## src/rtl/div_repeated_sub.sv

```systemverilog
`default_nettype none
// ============================================================================
//  Module   : div_repeated_sub
//  Brief    : Unsigned W-bit divider by repeated subtraction. A controlpath
//             FSM loads dividend and divisor from a shared data_in bus, then
//             subtracts the divisor from the running remainder until it no
//             longer fits, counting the subtractions into the quotient.
//             A zero divisor is flagged on div_err instead of looping forever.
//  Options  : DIV_ITER_CNT_EN - adds the iter_cnt output (subtraction count).
//  Revision : 1.0 - initial release
// ============================================================================
module div_repeated_sub #(
    parameter int W = 16
) (
    input  logic         clk,
    input  logic         rst,
    input  logic         start,
    input  logic [W-1:0] data_in,
    output logic         done,
    output logic [W-1:0] quotient,
    output logic [W-1:0] remainder,
    output logic         div_err
`ifdef DIV_ITER_CNT_EN
    ,
    output logic [W-1:0] iter_cnt
`endif
);

    localparam logic [2:0] S_IDLE = 3'd0;
    localparam logic [2:0] S_LDA  = 3'd1;
    localparam logic [2:0] S_LDB  = 3'd2;
    localparam logic [2:0] S_CALC = 3'd3;
    localparam logic [2:0] S_DONE = 3'd4;

    localparam logic [W-1:0] c_one = W'(1);

    logic [2:0]   r_state;
    logic [2:0]   w_next_state;
    logic [W-1:0] r_a;
    logic [W-1:0] r_b;
    logic [W-1:0] r_q;
    logic         r_done;
    logic         r_div_err;

    // Comparator and zero detect shared by the FSM and the datapath.
    logic         w_b_zero;
    logic         w_a_ge_b;
    assign w_b_zero = (r_b == '0);
    assign w_a_ge_b = (r_a >= r_b);

    // State register.
    always_ff @(posedge clk) begin
        if (rst) r_state <= S_IDLE;
        else     r_state <= w_next_state;
    end

    // Next-state logic; zero divisor takes priority over the compare.
    always_comb begin
        w_next_state = r_state;
        case (r_state)
            S_IDLE:  if (start) w_next_state = S_LDA;
            S_LDA:   w_next_state = S_LDB;
            S_LDB:   w_next_state = S_CALC;
            S_CALC:  if (w_b_zero || !w_a_ge_b) w_next_state = S_DONE;
            S_DONE:  if (!start) w_next_state = S_IDLE;
            default: w_next_state = S_IDLE;
        endcase
    end

    // Datapath registers: A holds dividend then remainder, Q counts subtractions.
    always_ff @(posedge clk) begin
        if (rst) begin
            r_a       <= '0;
            r_b       <= '0;
            r_q       <= '0;
            r_div_err <= 1'b0;
        end else begin
            case (r_state)
                S_LDA: r_a <= data_in;
                S_LDB: begin
                    r_b       <= data_in;
                    r_q       <= '0;
                    r_div_err <= 1'b0;
                end
                S_CALC: begin
                    if (w_b_zero) begin
                        r_div_err <= 1'b1;
                    end else if (w_a_ge_b) begin
                        r_a <= r_a - r_b;
                        r_q <= r_q + c_one;
                    end
                end
                default: ;
            endcase
        end
    end

    // Registered done: high exactly while the FSM sits in S_DONE.
    always_ff @(posedge clk) begin
        if (rst) r_done <= 1'b0;
        else     r_done <= (w_next_state == S_DONE);
    end

`ifdef DIV_ITER_CNT_EN
    logic [W-1:0] r_iter_cnt;

    // Subtraction counter, cleared with the divisor load.
    always_ff @(posedge clk) begin
        if (rst) begin
            r_iter_cnt <= '0;
        end else if (r_state == S_LDB) begin
            r_iter_cnt <= '0;
        end else if (r_state == S_CALC && !w_b_zero && w_a_ge_b) begin
            r_iter_cnt <= r_iter_cnt + c_one;
        end
    end

    assign iter_cnt = r_iter_cnt;
`endif

    assign done      = r_done;
    assign quotient  = r_q;
    assign remainder = r_a;
    assign div_err   = r_div_err;

endmodule
`default_nettype wire

```

## config.mk

```make
export PLATFORM = sky130hd
export DESIGN_NAME = div_repeated_sub
export DESIGN_NICKNAME = d
export VERILOG_FILES = /design/src/rtl/div_repeated_sub.sv
export SDC_FILE = /design/constraint.sdc
export NUM_CORES = 1
export LEC_CHECK = 0
export CAP_MARGIN = 15
export CORE_MARGIN = 4
export CORE_UTILIZATION = 54
export DETAILED_ROUTE_END_ITERATION = 16
export PLACE_DENSITY = 0.8
export SETUP_SLACK_MARGIN = 0.4
export SLEW_MARGIN = 20
export SYNTH_ARGS = -nofsm -noshare
export SYNTH_HDL_FRONTEND = slang
export SYNTH_SLANG_ARGS = --single-unit
```

## constraint.sdc

```tcl
create_clock -name clk -period 3.2 [get_ports clk]
set_input_delay 0.48 -clock clk [delete_from_list [all_inputs] [get_ports clk]]
set_output_delay 0.48 -clock clk [all_outputs]
set_load 0.01 [all_outputs]
```

==> run_results.csv <==
group,metric,value,unit
critical_path,cpLargestDelayFamily,"simple AND/OR/NAND/NOR gates",
worst_hold_path,min_path_type,"reg2reg",
cts,cts_inserted_buffers,5,
drt,post_drt_via_cell_ratio,6.02,
critical_path,critical_path.reg2reg.endpoint,"remainder[15]",
cts,cts_tree,"done",
cts,clk_pin_slew_worst_paths,100,ps
synth,seq_area_frac_synth,31.3,%
critical_path,timing.critical_path.to_type,"register",
run_status,status,"finished, final reports clean",
floorplan,die_h,87.3,um
synth,yosys-top-cells-count,"sky130_fd_sc_hd__nand2_1 (75), sky130_fd_sc_hd__dfxtp_1 (53), sky130_fd_sc_hd__a21oi_1 (45)",
critical_path,critical_path.startpoint_type,"register",
cts,worst_skew_pair.late_latency,320,ps
synth,synth_edf_count,0,
finish,fill_cells,546,
grt,grt_max_degree,36,
drt,drt_first_pass_iters,6,
grt,global_route.overflow_total,0,
floorplan,floorplan.initialDensity,56.3,%
critical_path,number_of_buffers_and_inverters_on_the_critical_path,1,
synth,synthCells,448,
finish,stdcell_area,0.00407,sq mm
grt,antenna_found_initial,0,
critical_path,crit_cells,9,
synth,netlist.area_leader.share,31.3,%
floorplan,core_area,0.00603,sq mm
worst_hold_path,end_point_of_the_worst_hold_path,"r_b[11]",
timing,setup_viol,0,
critical_path,crit-reg2reg-launch,"remainder[0]",
floorplan,core.rowCount,28,
synth,xor_and_xnor_fraction_of_the_mapped_netlist_area,0.774,%
timing,worst_clock_skew,8.47,ps
synth,postSynthAreaPerCell,7.57,sq um
synth,synth_top_family_by_area,"simple AND/OR/NAND/NOR gates",
critical_path,critical_path_class,"reg2reg",
drt,met2_length,4.46,mm
cts,cts_root_buffer,"sky130_fd_sc_hd__clkbuf_8",
critical_path,crit_path_cells,"inv_1 > ha_1 > fa_1 > nand2b_1 > a21o_1 > a211o_4 > and3_4 > or4_4 > o32ai_2",
timing,setup_total_negative_slack,0,ps
cts,post_cts_buffers,0,
timing,max_freq,376,MHz
cts,clk_path_buf_depth,2,
drt,drcViolationCount,0,
floorplan,die_x,87.3,um
grt,grt_first_pass_wirelength,15.9,mm
power,max-vdd-ir-drop,0.000341,V
power,cellPowerDensity,554,mW/mm^2
placed_design,io_buffers,52,
critical_path,critPathSlowestCell,"sky130_fd_sc_hd__or4_4",
synth,synth_simple_gate_area_share,28.5,%
grt,grt_util_all_layers,25.6,%
synth,ys_async_sr_fraction,0,%
synth,synth_compound_area_share,24.1,%
drt,top_signal_layer_used,"met4",
synth,yosys.cell_count.top_type,"sky130_fd_sc_hd__nand2_1",
placed_design,place.gp.congestion,0.901,
placed_design,placedInstanceArea,0.00395,sq mm
critical_path,required,3430,ps
critical_path,cp_data_arrival_time,2890,ps
synth,synth.net_count,485,
timing,drv_slew,0,
critical_path,worst_path_largest_cell_delay,510,ps
drt,ant_nets,0,
timing,slew_headroom,43.3,%
worst_hold_path,whs_path_depth,2,
synth,yosys_warnings,0,
synth,yosysUniqueCellTypes,57,
synth,synthFlopType,"sky130_fd_sc_hd__dfxtp_1",
floorplan,die_area,0.00762,sq mm
timing,worst_slew_pin_slew,848,ps
synth,yosys_reg_bits,53,
drt,route.vias.total,3399,
finish,flow.area_growth_from_synthesis,19.9,%
finish,design.final.nets,526,
finish,num_antenna_cells,0,
synth,post-synth-top-area-cell,"sky130_fd_sc_hd__dfxtp_1",
synth,synth.mux.area_fraction,2.95,%
cts,clkSinkCount,53,
synth,yosys.area_share.adder,6.86,%
critical_path,rrSetupSlack,540,ps
synth,post_synth_main_area_contributors,"sky130_fd_sc_hd__dfxtp_1 (31%), sky130_fd_sc_hd__nand2_1 (8.3%), sky130_fd_sc_hd__a21oi_1 (6.6%), sky130_fd_sc_hd__ha_1 (6.3%), sky130_fd_sc_hd__nor2_1 (3.1%)",
drt,post_drt_wl_per_cell,16.4,um
timing,finalHoldViolCount,0,
drt,drt_first_iter_violations,183,
drt,detailroute.wirelength.met3,453,um
timing,fin_crit,2660,ps
grt,vias_in_the_first_global_route,3402,
timing,post-route-period-util,83.1,%
floorplan,top_level_ports,53,
power,total_leakage_power,1.57,nW
critical_path,worstRegToRegCells,9,
placed_design,dpl.hpwl,6.62,mm
timing,setup_repair_after_global_routing_missed_its_margin,"no",
flow_run,max_cap_violations,0,
cts,htreeDepth,2,
drt,totalWireLength,9.29,mm
synth,synthesized_area,0.00339,sq mm
drt,wirelength_met1,4.29,mm
worst_hold_path,hp-start,"r_b[11]",
critical_path,crit_fanout,6,
cts,postCtsHoldBufs,0,
finish,post_route_cells_drive_above_1_share,6.33,%
## report_power, final
part           total [mW]  switching, mW  internal, mW
Clock               0.432          0.236         0.196
Sequential          0.760         0.0516         0.709
Combinational        1.06          0.622         0.438
Total                2.25          0.909          1.34
## tightest hold or removal path, delay by kind of cell (launching register included)
family           cells  cell delay, ps
flip-flops           1             330
AND/OR/NAND/NOR      1              60
AO/OA/AOI/OAI        1              50
## per-stage QoR
step | hold slack (ps) | util, % | power (mW) | setup WS (ps) | cells
after floorplan | 449 | - | 1.52 | 652 | 448
after global placement | 461 | 65.6 | 1.78 | 611 | 557
after detailed placement | 468 | 65.6 | 1.80 | 469 | 557
after CTS | 486 | 67.3 | 2.23 | 458 | 565
after global routing | 514 | 67.5 | 2.40 | 459 | 565
final | 485 | 67.5 | 2.25 | 540 | 565
## timing repair
action                     4_1_cts  5_1_grt
resized for setup                0        3
hold endpoints to repair         0        0
setup endpoints to repair        0       15
## area by class of cell
class	instances	area (sq um)	area share (%)
multi-input cells	347	2160	53.1
flip-flops and latches	53	1060	26.1
repair buffers	58	561	13.8
clock buffers	7	96.3	2.37
well taps	75	93.8	2.31
inverters	24	90.1	2.21
clock inverters	1	5.00	0.123
## registers in the layout, summed over array words and instances (netlist names)
register,cells
quotient,16
r_state,3
r_b,16
remainder,16
done,1
div_err,1
## how the worst max path moves through the flow
stage	start	endpoint	slack, ps
after floorplan	remainder[0]	remainder[15]	650
after global placement	remainder[0]	remainder[10]	610
after detailed placement	remainder[0]	remainder[4]	470
after CTS	remainder[0]	remainder[4]	460
after global routing	remainder[0]	remainder[15]	460
final	remainder[0]	remainder[15]	540
## metal layers
metal	vias to the layer above	global-route usage (%)
met4	0	6.83
li1	1700	-
met5	-	0
met1	1596	34.8
met3	11	3.31
met2	92	42.5
## cells by family after synthesis
family | Yosys count
and+or+nand+nor | 195
AOI/OAI and AO/OA | 121
DFF | 53
buffers and inverters | 48
adders and majority gates | 18
muxes | 10
xor gates and xnor gates | 3
## placed cells by master, fill, tap and decap left out, types with 6 or more instances in the layout
master,n
sky130_fd_sc_hd__nor3_1,15
sky130_fd_sc_hd__and3_1,10
sky130_fd_sc_hd__ha_1,17
sky130_fd_sc_hd__nor2_1,28
sky130_fd_sc_hd__buf_4,6
sky130_fd_sc_hd__nand3_1,13
sky130_fd_sc_hd__nand2_1,75
sky130_fd_sc_hd__nand2b_1,8
sky130_fd_sc_hd__a211oi_1,7
sky130_fd_sc_hd__dfxtp_1,53
sky130_fd_sc_hd__nor4_1,7
sky130_fd_sc_hd__a21oi_1,45
sky130_fd_sc_hd__nand3b_1,7
sky130_fd_sc_hd__o21ai_0,12
sky130_fd_sc_hd__inv_1,24
sky130_fd_sc_hd__mux2i_1,10
sky130_fd_sc_hd__clkdlybuf4s50_1,51
sky130_fd_sc_hd__a21o_1,9
sky130_fd_sc_hd__clkbuf_8,7
sky130_fd_sc_hd__a31oi_1,6
sky130_fd_sc_hd__or3_1,11
sky130_fd_sc_hd__a311oi_1,8
Note: power is estimated with default switching activity, not from simulation.
